## config.mk

```make
export PLATFORM = sky130hd
export DESIGN_NAME = homomorphic_multiply_stream
export DESIGN_NICKNAME = d
export VERILOG_FILES = /design/src/rtl/homomorphic_multiply_stream.sv
export SDC_FILE = /design/constraint.sdc
export NUM_CORES = 1
export LEC_CHECK = 0
export CAP_MARGIN = 20
export CORE_UTILIZATION = 45
export DETAILED_ROUTE_END_ITERATION = 6
export PLACE_DENSITY = 0.69
export SYNTH_ARGS = -nofsm -noshare
export SYNTH_HDL_FRONTEND = slang
export SYNTH_SLANG_ARGS = --single-unit
```

## constraint.sdc

```tcl
create_clock -name clk -period 5.5 [get_ports clk]
set_clock_uncertainty 0.05 [all_clocks]
set_input_delay 0.55 -clock clk [delete_from_list [all_inputs] [get_ports clk]]
set_output_delay 0.55 -clock clk [all_outputs]
set_load 0.01 [all_outputs]
```

## src/rtl/homomorphic_multiply_stream.sv

```systemverilog
// homomorphic_multiply_stream
//   Streaming ciphertext-polynomial multiplier. Computes the full linear
//   convolution c = a * b of two length-(DIMENSION+1) coefficient vectors,
//   reducing every coefficient modulo CIPHERTEXT_MODULUS. PARALLEL lanes of
//   coefficients move per beat. Operand A is held in a register and may be
//   reused across products. Operand B is multiply-accumulated as it streams
//   in. The 2*DIMENSION+1 results then drain over a valid/ready stream.
//
// Ports
//   clk, rst_n            clock, asynchronous active-low reset
//   start, reuse_a        begin a product (sampled in IDLE only); reuse_a=1 keeps stored A
//   a_valid/a_ready/a_data  A coefficient beats; lane i = coefficient beat*P+i
//   b_valid/b_ready/b_data  B coefficient beats; same lane ordering
//   out_valid/out_ready/out_data/out_last  result beats; lane i = c[beat*P+i]
//   busy                  high whenever the block is not idle
module homomorphic_multiply_stream #(
  parameter int CIPHERTEXT_WIDTH   = 10,
  parameter int CIPHERTEXT_MODULUS = 1024,
  parameter int DIMENSION          = 1,
  parameter int PARALLEL           = 1,
  parameter int IDX_WIDTH          = 2
) (
  input  logic                                 clk,
  input  logic                                 rst_n,
  input  logic                                 start,
  input  logic                                 reuse_a,
  input  logic                                 a_valid,
  output logic                                 a_ready,
  input  logic [PARALLEL*CIPHERTEXT_WIDTH-1:0] a_data,
  input  logic                                 b_valid,
  output logic                                 b_ready,
  input  logic [PARALLEL*CIPHERTEXT_WIDTH-1:0] b_data,
  output logic                                 out_valid,
  input  logic                                 out_ready,
  output logic [PARALLEL*CIPHERTEXT_WIDTH-1:0] out_data,
  output logic                                 out_last,
  output logic                                 busy
);

  localparam int W         = CIPHERTEXT_WIDTH;
  localparam int P         = PARALLEL;
  localparam int N         = DIMENSION + 1;
  localparam int NC        = 2 * DIMENSION + 1;
  localparam int IN_BEATS  = N / P;
  localparam int OUT_BEATS = (NC + P - 1) / P;
  // An accumulator (< 2^W) plus up to P*N products (each < 2^2W) per beat
  // fits in SW bits, so nothing is truncated before the reduction.
  localparam int SW        = 2 * W + $clog2(P * N + 2);
  localparam logic [SW-1:0] MODULUS  = SW'(CIPHERTEXT_MODULUS);
  localparam bit            POW2_MOD = (CIPHERTEXT_MODULUS == (1 << W));

  localparam logic [IDX_WIDTH-1:0] IN_LAST  = IDX_WIDTH'(IN_BEATS - 1);
  localparam logic [IDX_WIDTH-1:0] OUT_LAST = IDX_WIDTH'(OUT_BEATS - 1);

  localparam logic [1:0] S_IDLE   = 2'd0;
  localparam logic [1:0] S_LOAD_A = 2'd1;
  localparam logic [1:0] S_LOAD_B = 2'd2;
  localparam logic [1:0] S_DRAIN  = 2'd3;

  logic [1:0]           state_q, state_d;
  logic [IDX_WIDTH-1:0] beat_q, beat_d;
  logic [W-1:0]         a_q   [N];
  logic [W-1:0]         a_d   [N];
  logic [W-1:0]         acc_q [NC];
  logic [W-1:0]         acc_d [NC];
  logic [SW-1:0]        sum   [NC];

  // A power-of-two modulus equal to 2^W reduces by plain truncation.
  function automatic logic [W-1:0] reduce(input logic [SW-1:0] v);
    logic [SW-1:0] r;
    if (POW2_MOD) r = v;
    else          r = v % MODULUS;
    return r[W-1:0];
  endfunction

  // Per-index sum of the stored accumulator and every b[x]*a[y] product of
  // the current B beat that lands on that index (k*P + x + y).
  always_comb begin
    for (int i = 0; i < NC; i++) begin
      sum[i] = SW'(acc_q[i]);
      for (int x = 0; x < P; x++) begin
        for (int y = 0; y < N; y++) begin
          if (int'(beat_q) * P + x + y == i)
            sum[i] = sum[i] + SW'(b_data[x*W +: W]) * SW'(a_q[y]);
        end
      end
    end
  end

  always_comb begin
    // NOTE: every variable gets a default before the case so no path leaves
    // it unassigned; an unassigned path would infer a latch.
    state_d = state_q;
    beat_d  = beat_q;
    a_d     = a_q;
    acc_d   = acc_q;
    case (state_q)
      S_IDLE: begin
        if (start) begin
          for (int i = 0; i < NC; i++) acc_d[i] = '0;
          beat_d  = '0;
          state_d = reuse_a ? S_LOAD_B : S_LOAD_A;
        end
      end
      S_LOAD_A: begin
        if (a_valid) begin
          for (int j = 0; j < N; j++) begin
            for (int x = 0; x < P; x++) begin
              if (int'(beat_q) * P + x == j) a_d[j] = a_data[x*W +: W];
            end
          end
          if (beat_q == IN_LAST) begin
            beat_d  = '0;
            state_d = S_LOAD_B;
          end else begin
            beat_d = beat_q + 1'b1;
          end
        end
      end
      S_LOAD_B: begin
        if (b_valid) begin
          // Untouched indices have sum == acc < Q, so reducing them is a no-op.
          for (int i = 0; i < NC; i++) acc_d[i] = reduce(sum[i]);
          if (beat_q == IN_LAST) begin
            beat_d  = '0;
            state_d = S_DRAIN;
          end else begin
            beat_d = beat_q + 1'b1;
          end
        end
      end
      S_DRAIN: begin
        if (out_ready) begin
          if (beat_q == OUT_LAST) begin
            beat_d  = '0;
            state_d = S_IDLE;
          end else begin
            beat_d = beat_q + 1'b1;
          end
        end
      end
      default: state_d = S_IDLE;
    endcase
  end

  // NOTE: the A register and accumulators are arrays but still take the
  // asynchronous reset, so a stale product can never leak after reset.
  always_ff @(posedge clk or negedge rst_n) begin
    if (!rst_n) begin
      state_q <= S_IDLE;
      beat_q  <= '0;
      for (int j = 0; j < N; j++)  a_q[j]   <= '0;
      for (int i = 0; i < NC; i++) acc_q[i] <= '0;
    end else begin
      // NOTE: non-blocking assignments keep all flops updating from the
      // same pre-edge values regardless of statement order.
      state_q <= state_d;
      beat_q  <= beat_d;
      a_q     <= a_d;
      acc_q   <= acc_d;
    end
  end

  // Handshake outputs depend only on registered state, never on the
  // partner's valid/ready, and drop at once when reset asserts.
  assign busy      = (state_q != S_IDLE);
  assign a_ready   = (state_q == S_LOAD_A);
  assign b_ready   = (state_q == S_LOAD_B);
  assign out_valid = (state_q == S_DRAIN);
  assign out_last  = out_valid && (beat_q == OUT_LAST);

  // Result lanes past index 2D read as zero; accumulators are frozen during
  // DRAIN so the beat is stable under backpressure.
  always_comb begin
    out_data = '0;
    if (state_q == S_DRAIN) begin
      for (int lane = 0; lane < P; lane++) begin
        for (int i = 0; i < NC; i++) begin
          if (int'(beat_q) * P + lane == i) out_data[lane*W +: W] = acc_q[i];
        end
      end
    end
  end

endmodule

```

# Word level (Yosys, flattened, before mapping)
# Cells that the tools add are included.
word_totals:
  ff_bits: 54
  inputBits: 27
  out_inout_bits: 15
  elab_cells: 73
classes:
  addsub: 8
  mul: 2
  eq_ne: 16
  mux: 29
  n_reduce_logical: 11
op_table:
  columns: ["cell", "count"]
  rows:
  - ["10-bit 2-to-1 mux", 10]
  - ["32-bit zero test", 2]
  - ["10-bit adder", 6]
  - ["30-bit 2-to-1 mux", 2]
  - ["30-bit case mux with 2 select lines", 1]
  - ["32-bit by 2-bit equality test with 1-bit output (second input constant)", 1]
  - ["2-bit 2-to-1 mux", 14]
  - ["10-bit by 10-bit multiplier with 10-bit output", 2]
  - ["2-bit case mux with 4 select lines", 2]
  - ["2-bit equality test (second input constant)", 5]
  - ["3-bit AND reduction", 3]
  - ["2-bit by 1-bit inequality test with 1-bit output (second input constant)", 4]
  - ["7-bit AND reduction", 1]
  - ["2-bit inequality test (second input constant)", 3]
  - ["2-bit by 1-bit equality test with 1-bit output (second input constant)", 2]
  - ["4-bit AND reduction", 1]
  - ["2-bit nonzero test", 2]
  - ["2-bit by 1-bit adder with 3-bit output (second input constant)", 1]
  - ["3-bit by 2-bit equality test with 1-bit output (second input constant)", 1]
  - ["2-bit by 1-bit adder with 2-bit output (second input constant)", 1]
  - ["2-bit zero test", 1]
  - ["1-bit logical AND", 1]

# Longest topological paths before layout
depth:
  word_depth: 7
  depth_mapped: 27
  ltp_nobuf: 25

# Least setup slack after synthesis
# No wires, ideal clock.
synth_path:
  kind: "input-to-reg"
  startpoint: "input port b_data[4]"
  endpoint: "register acc_q[19] (netlist bit)"
  setup_time_ns: 0.069
  arrival_ns: 5.913
  required_ns: 5.381
  slack_ns: -0.533
  cell_stages: 26
  path_buffers: 1
  path_cell_list: "clkbuf_1 nand2_1 fa_1 inv_1 fa_1 ha_1 inv_1 fa_1 fa_1 inv_1 ha_1 o21ai_0 nor2_1 nor2_1 xnor2_1 ha_1 o21ai_0 a21boi_0 o31ai_1 ha_1 a21oi_1 o21ai_0 xor2_1 mux2i_1 or4_1 nand3_1"
synth_via:
  elab_chain_len: 7
  elab_cells_between_ends: 8
  classes_between: "add/sub: 2; mul: 2; mux: 4"
synth_lines:
  columns: ["element", "line_no", "rtl"]
  rows:
  - ["start: declaration", "32", "input logic [PARALLEL*CIPHERTEXT_WIDTH-1:0] b_data,"]
  - ["10-bit by 10-bit multiplier with 10-bit output", "84", "sum[i] = sum[i] + SW'(b_data[x*W +: W]) * SW'(a_q[y]);"]
  - ["10-bit adder", "84", null]
  - ["10-bit 2-to-1 mux", "83", "if (int'(beat_q) * P + x + y == i)"]
  - ["10-bit adder", "84", null]
  - ["10-bit 2-to-1 mux *", "83", null]
  - ["30-bit 2-to-1 mux *", "121", "if (b_valid) begin"]
  - ["30-bit case mux with 2 select lines *", "97", "case (state_q)"]
  - ["end signal: assignment", "160", "acc_q <= acc_d;"]
  - ["end: declaration", "64", "logic [W-1:0] acc_q [NC];"]
# Mark *: on every way between the ends. The rest lies on a longest branch, timed or not. The select of a mux whose other input is x is not followed.
# A chain may end at the register's enable or synchronous reset.

# Worst setup path in the final report
layout_path:
  startpoint: "input port b_data[2]"
  endpoint: "register acc_q[9] (netlist bit)"
# Same word-level chain as after synthesis.

==> results.py <==
metrics = {
    "run_status": {
        "status": "complete, but fails checks",
        "violations": "setup timing",
    },
    "logic_synthesis": {
        "synth_edf_count": 0,
        "synth-compound-area-share_pct": 13.4,
        "syn-num-nets": 1059,
        "synthMuxAreaShare_pct": 5.06,
        "yosys_warnings": 0,
        "synth_top_family_by_area": "adder cells",
        "ys.flop_type": "dfrtp_1",
        "async_flop_share_pct": 100,
        "synthCells": 885,
        "yosys.area_share.simple_pct": 17.1,
        "synth_fa_ha_area_share_pct": 29.7,
        "synth-seq-cells": 54,
        "seq_area_frac_synth_pct": 18.2,
        "netlist_area_um2": 7420,
        "synth.distinct_cells": 48,
        "synth-xor-area-share_pct": 9.86,
        "syn_area_per_cell_um2": 8.39,
    },
    "global_route": {
        "grt_pass1_wl_mm": 31.0,
        "grt_pass1_vias": 6180,
        "gr-usage-all-layers_pct": 23.6,
        "grt_start_max_net_pins": 55,
        "antenna_found_initial": 0,
        "grt_overflow_total": 0,
    },
    "layout": {
        "fin_util_pct": 58.8,
        "num_antenna_cells": 0,
        "stdcell_area_um2": 9400,
        "fin_nets": 1189,
        "drive_gt1_share_pct": 21.6,
        "areaGrowthSynthToFinish_pct": 26.7,
    },
    "drt": {
        "drc_errors": 0,
        "ant_nets": 0,
        "drt_pre_antenna_iters": 5,
        "via_per_inst": 5.24,
        "first_iter_violations": 398,
        "drt_wl_total_mm": 19.6,
        "num_vias": 6458,
        "wire_per_inst_um": 15.9,
    },
    "floorplanning": {
        "dieArea_um2": 17000,
        "fp-row-count": 46,
        "initial_core_util_pct": 46.4,
        "fp.coreArea_um2": 16000,
        "chipWidth_um": 130,
        "ios": 42,
        "die_h_um": 130,
    },
    "run": {
        "max-cap-violations": 0,
    },
    "placement": {
        "detailed_place_hpwl_mm": 14.9,
        "gp_congestion": 0.842,
        "dp_slack_ps": -1270,
        "io_buffers": 41,
        "place_area_um2": 8780,
    },
    "timing": {
        "setup_viol": 6,
        "slew_viol_final": 0,
        "tightestPinTransition_ps": 842,
        "rsz0062_at_grt": "yes",
        "max_slew_margin_pct": 43.7,
        "hold_viol_final": 0,
        "fmax_ghz": 0.167,
        "period_minus_slack_ps": 5980,
        "setup-tns-final_ps": -1320,
        "post-route-worst-setup-slack_ps": -481,
        "finalCritPeriodShare_pct": 109,
    },
    "clock_network": {
        "h-tree-depth": 2,
        "numCtsBuffers": 5,
        "clk_pin_slew_ps": 80,
        "cts_tree": "done",
        "worstSkewPairLatency_ps": 310,
        "cts_buffer_depth": 2,
        "clock-sinks": 54,
        "root_buffer": "clkbuf_16",
    },
    "worst_setup_path": {
        "cp.arrival_ps": 6160,
        "cpPeakStageDelay_ps": 550,
        "critPathKind": "in2reg",
        "cp-start-kind": "primary input",
        "slowest_stage": "fa_1",
        "worst_setup_path_end_kind": "flip-flop",
        "worstPathRequired_ps": 5680,
        "cp_max_fo": 6,
    },
    "hold_path": {
        "hold_path.class": "in2async",
    },
}
-- metal layers --
metal / vias to the layer above / wire, um / track usage (%)
li1: 3189 / - / -
met1: 3157 / 9460 / 33.1
met2: 99 / 9360 / 39.6
met3: 13 / 527 / 1.63
met4: 0 / 279 / 6.09
met5: - / 0 / 0
-- synthesized netlist by cell type (12+ instances only) --
cell | number | share of area (%)
nor2_1 | 60 | 3.0
mux2i_1 | 15 | 2.0
a21o_1 | 12 | 1.2
and2_1 | 55 | 4.6
clkbuf_1 | 24 | 1.2
inv_1 | 92 | 4.7
ha_1 | 98 | 17
nand2_1 | 132 | 6.7
fa_1 | 49 | 13
o21ai_0 | 52 | 3.5
xor2_1 | 23 | 2.7
dfrtp_1 | 54 | 18
mux2_2 | 20 | 3.0
a21oi_1 | 49 | 3.3
xnor2_1 | 49 | 5.8
-- flip-flops by register name, summed over array words and instances, names as in the netlist --
register and count:
beat_q 2, acc_q 30, a_q 20, state_q 2
-- kinds of logic after synthesis --
family,count (synthesis)
xor gates and xnor gates,77
DFF,54
muxes,35
AOI/OAI and AO/OA,163
and+or+nand+nor,282
adders and majority gates,147
buffers and inverters,127
-- through the flow --
stage | cells | hold slack [ps]
6_report | 1232 | 334
5_1_grt | 1232 | 406
4_1_cts | 1229 | 386
3_5_place_dp | 1211 | 448
3_3_place_gp | 1211 | 444
2_1_floorplan | 885 | 204
-- worst paths after layout --
check,startpoint,to,slack (ps),cells after the start
hold reg to reg,a_q[9],a_q[9],460,1
setup reg to reg,a_q[13],acc_q[9],-470,25
setup / recovery,b_data[2],acc_q[9],-480,26
max in group asynchronous,rst_n,a_q[11],4480,2
min in group clk,a_q[9],a_q[9],460,1
hold / removal,rst_n,acc_q[10],330,2
-- critical path, delay by kind of cell --
| kind | cells | cell delay [ps] |
|---|---|---|
| adder cells (fa/ha/maj) | 8 | 3040 |
| AO/OA/AOI/OAI | 7 | 980 |
| AND/OR/NAND/NOR | 4 | 620 |
| buffers and inverters | 5 | 490 |
| XOR/XNOR | 2 | 460 |
-- timing repair --
| item | in CTS | in global routing |
|---|---|---|
| pin swaps | 26 | 22 |
| endpoints found under the hold margin | 0 | 0 |
| hold buffers | 0 | 0 |
| setup buffers | 11 | 3 |
| gates resized for setup | 73 | 28 |
| setup endpoints to repair | 8 | 8 |
| cloned | 0 | 0 |
-- cells in the final DEF (no fill, tap or decap), types with 4 or more instances in the layout --
cell,Yosys,routed
a21boi_1,0,4
a21o_1,12,12
a21oi_1,49,39
a21oi_2,0,7
a22o_1,8,8
and2_1,55,53
buf_2,5,4
buf_4,0,110
buf_6,1,6
clkbuf_16,0,5
clkdlybuf4s50_1,0,32
dfrtp_1,54,51
dlygate4sd2_1,0,4
fa_1,49,49
ha_1,98,86
ha_4,0,10
inv_1,92,87
inv_2,0,5
mux2_2,20,20
mux2i_1,15,15
nand2_1,132,130
nand2b_1,4,4
nand3_1,5,5
nor2_1,60,58
nor2b_1,5,5
nor3_1,10,10
o21ai_0,52,39
o21ai_1,1,5
o21ai_2,0,9
o21bai_1,6,5
o31ai_1,10,5
o31ai_2,0,4
o41ai_2,0,4
xnor2_1,49,45
xnor2_2,2,4
xor2_1,23,23
-- final cells by class --
type | count | area, um^2
timing repair buffer | 158 | 1300
clock buffer | 7 | 143
tap | 216 | 270
clock inverter | 1 | 8.76
multi-input combinational | 704 | 5980
sequential | 54 | 1360
fill | 1399 | 6600
inverter | 92 | 345
Power is not shown: default switching activity piles up to over one toggle a cycle in this logic, so the estimate is an artifact.
==> variant 1: new RTL, config.mk and constraints unchanged <==
Change the parameter `IDX_WIDTH` from 2 to 1.
--- a/src/rtl/homomorphic_multiply_stream.sv
+++ b/src/rtl/homomorphic_multiply_stream.sv
@@ -18,7 +18,7 @@
   parameter int CIPHERTEXT_MODULUS = 1024,
   parameter int DIMENSION          = 1,
   parameter int PARALLEL           = 1,
-  parameter int IDX_WIDTH          = 2
+  parameter int IDX_WIDTH          = 1
 ) (
   input  logic                                 clk,
   input  logic                                 rst_n,
Check against the original RTL: not equivalent (Yosys sat finds a counterexample within 4 cycles, from zero or initial values and one cycle with rst_n low).
==> variant 1 against the unedited design <==
The run still ends with setup timing left; setup slack gained 310 ps; wire length is 26% lower; core utilization down 1.3 points; sequential cell count is 11 lower; cell area is 22% lower; via count shrank 25%; synthesized area down 20%; count of clock-buffer cells in the layout is 2 lower.
Power is left out: the tool's default activity adds up to more than one toggle a clock period on the data nets, which glitch-free logic cannot reach.
==> variant 1: results <==
{
  "synthTopCellsByArea": "dfrtp_1, ha_1, fa_1, xnor2_1, inv_1",
  "drive_above_1_share_pct": 19.2,
  "seq_area_frac_synth_pct": 18.0,
  "grt_max_degree": 56,
  "failed_checks": "setup timing",
  "dp_hpwl_um": 11500,
  "h-tree-depth": 2,
  "vias_per_cell": 5.21,
  "dr.first_iter.drc_count": 174,
  "first_global_vias": 4989,
  "die_area_sq_mm": 0.0137,
  "cp_max_fo": 7,
  "first_pass_iters": 5,
  "tightest_slew_ps": 994,
  "top_regs": "a_q x20, acc_q x20, state_q x2",
  "ys_top_cells_by_count": "inv_1, nand2_1, ha_1",
  "ff2ff_path_depth": 27,
  "synth.distinct_cells": 39,
  "cp_slowest_stage_delay_ps": 490,
  "path_class": "reg -> reg",
  "outcome": "finished with violations",
  "diodes": 0,
  "cp.arrival_ps": 5820,
  "fmax_mhz": 176,
  "worstHoldPathType": "in -> async",
  "finalSetupViolCount": 3,
  "grtUsageMet2_pct": 39.1,
  "place.gp.congestion": 0.902,
  "grt_usage_pct": 22.8,
  "synth_warnings": 0,
  "fin_nets": 908,
  "use_met3_pct": 3.66,
  "cts_buffers": 5,
  "antenna_found_initial": 0,
  "finalWirelength_um": 14500,
  "syn_nets": 830,
  "num-fill-cells": 1063,
  "met1_usage_pct": 29.1,
  "grt_pass1_wl_um": 23900,
  "fin_ws_ps": -169
}
-- variant 1: cells by family after synthesis --
| kind of cell | synth area share (%) |
|---|---|
| flops | 18.0 |
| compound gates | 11.6 |
| simple gates | 14.6 |
| xor+xnor | 9.83 |
| mux | 6.00 |
| buf+inv | 7.69 |
| fa+ha+maj | 32.3 |
-- variant 1: path summary, 6_finish.rpt --
path	start	end	slack, ps
worst max-delay path	a_q[13]	acc_q[19]	-170
worst max register to register	a_q[13]	acc_q[19]	-170
worst min register to register	a_q[9]	a_q[9]	460
max in group asynchronous	rst_n	beat_q	4700
min in group clk	a_q[9]	a_q[9]	460
worst min-delay path	rst_n	acc_q[28]	170
-- variant 1: area by class of cell --
class	count	area (sq um)	area share, %
clock buffers	5	125	1.70
clock inverters	3	20.0	0.273
inverters	93	349	4.75
multi-input cells	515	4730	64.4
flip-flops and latches	43	1080	14.7
well taps	172	215	2.93
repair buffers	97	823	11.2
-- variant 1: through the flow --
stage	worst slack (ps)	cell area, sq um	TNS [ps]	utilization, %	std cells
2_1_floorplan	-63.1	6130	-63.1	-	677
3_3_place_gp	-800	6970	-3620	54.6	916
3_5_place_dp	-983	6970	-4620	54.6	916
4_1_cts	-208	7220	-274	56.5	925
5_1_grt	-443	7350	-950	57.5	928
6_report	-169	7350	-243	57.5	928
-- variant 1: worst max-delay path: cells and delay by family, from the launching register on --
family / cells / cell delay (ps)
xor gates and xnor gates: 3 / 410
muxes: 1 / 100
buffers and inverters: 4 / 280
and+or+nand+nor: 3 / 300
AOI/OAI and AO/OA: 8 / 1150
DFF: 1 / 460
adders and majority gates: 8 / 2830
-- variant 1: routing by layer --
metal / vias to the layer above / share of wire, %
met5: - / 0
met4: 0 / 2.0
met3: 22 / 4.2
met2: 100 / 49
met1: 2359 / 45
li1: 2350 / -
-- variant 1: what timing repair did --
| item | in CTS | in global routing |
|---|---|---|
| pin swaps | 19 | 18 |
| setup buffers | 1 | 2 |
| endpoints found under the setup margin | 6 | 5 |
| gates resized for setup | 43 | 25 |
| cloned | 0 | 0 |
==> variant 2: new RTL, same settings <==
Without the edit above. Make the reset (`rst_n`) synchronous in one clocked block. Comments in the files are not updated.
--- a/src/rtl/homomorphic_multiply_stream.sv
+++ b/src/rtl/homomorphic_multiply_stream.sv
@@ -145,7 +145,7 @@
 
   // NOTE: the A register and accumulators are arrays but still take the
   // asynchronous reset, so a stale product can never leak after reset.
-  always_ff @(posedge clk or negedge rst_n) begin
+  always_ff @(posedge clk) begin
     if (!rst_n) begin
       state_q <= S_IDLE;
       beat_q  <= '0;
Check against the original RTL: differs if rst_n is asserted again (counterexample within 4 cycles, from zero or initial values and one cycle with rst_n low); with rst_n held inactive, the same outputs for 4 cycles.
==> variant 2 against the unedited design <==
Critical path type is now reg -> reg; cell area up 0.84%; the flow still finishes with violations (setup timing); via count increased by 7.2%; synthesized area decreased by 0.98%; hold slack better by 78 ps; synthesized cell count rose by 7.6%; sequential cell count is the same; wire length grew 5.5%; setup slack worse by 190 ps; maximum frequency is 3.0% lower; count of clock-buffer cells in the layout down 2.
Power is left out: it rests on default switching activity, and per cell area and clock period it moved more than threefold.
==> variant 2: results <==
{
  "dp_cells": 1272,
  "top_regs": "acc_q x30, a_q x20",
  "wl_met1_um": 9290,
  "r2r_start": "a_q[11]",
  "vias": 6926,
  "finalSetupViolCount": 6,
  "cp_slowest_cell": "fa_1",
  "synth_warnings": 0,
  "ff2ff_path_depth": 26,
  "holdWs_ps": 412,
  "fin_ws_ps": -667,
  "dp_slack_ps": -1210,
  "outcome": "finished with violations",
  "slew_headroom_pct": 29.0,
  "grt_usage_pct": 24.3,
  "grtUsageMet2_pct": 42.8,
  "use_met3_pct": 2.42,
  "ys.flop_type": "dfxtp_1",
  "first_global_vias": 6593,
  "dp_hpwl_um": 15200,
  "seq_area_frac_synth_pct": 14.7,
  "worstHoldPathType": "reg -> reg",
  "grt_max_degree": 34,
  "synthTopCellsByArea": "ha_1, dfxtp_1, fa_1, nand2_1, xnor2_1",
  "ys_top_cells_by_count": "nand2_1, ha_1, inv_1",
  "cp_max_fo": 5,
  "vias_per_cell": 5.34,
  "cp.arrival_ps": 6360,
  "drive_above_1_share_pct": 20.6,
  "place.gp.congestion": 0.893,
  "avgSynthCellArea_sq_um": 7.72,
  "failed_checks": "setup timing",
  "dr_wl_met2_um": 10100,
  "reg2reg_to": "acc_q[19]",
  "synth.distinct_cells": 56,
  "wl_met3_um": 870
}
-- variant 2: cell count changes after synthesis, moves of 8 or more --
cell     change
a22oi_1     +12
dfxtp_1     +54
o21ai_1     +14
mux2_2      -17
nand2_1     +36
a21oi_1     +28
a22o_1       -8
nor2_1      +14
o21ai_0     -32
dfrtp_1     -54
-- variant 2: critical path, delay by kind of cell, from the launching register on --
kind,cells,cell delay (ps)
buf+inv,5,240
xor+xnor,2,260
compound gates,5,630
flops,1,390
simple gates,5,1390
mux,1,110
fa+ha+maj,8,3030
-- variant 2: kinds of logic (layout without fill, tap and decap cells) --
family	count (synthesis)	count (layout)	share of synthesized area, %
flops	54	54	14.7
buf+inv	134	263	7.05
fa+ha+maj	147	147	30.0
mux	17	17	2.38
xor+xnor	75	75	9.72
simple gates	335	335	20.1
compound gates	190	190	16.0
-- variant 2: repair_timing --
| item | 4_1_cts | 5_1_grt |
|---|---|---|
| setup buffers | 9 | 10 |
| setup endpoints to repair | 11 | 9 |
| pin swaps | 34 | 41 |
| resized for setup | 74 | 45 |
-- variant 2: how the worst max path moves through the flow --
stage | start | to | slack, ps
2_1_floorplan | b_data[5] | acc_q[19] | -590
3_3_place_gp | b_data[4] | acc_q[9] | -1150
3_5_place_dp | b_data[3] | acc_q[9] | -1210
4_1_cts | a_q[11] | acc_q[19] | -520
5_1_grt | a_q[11] | acc_q[19] | -940
6_report | a_q[11] | acc_q[19] | -670
-- variant 2: cell type report --
class / instances / area (sq um)
flip-flops and latches: 54 / 1090
fillers: 1391 / 6400
inverters: 94 / 353
repair buffers: 161 / 1330
well taps: 216 / 270
multi-input cells: 764 / 6270
clock buffers: 5 / 125
clock inverters: 3 / 43.8
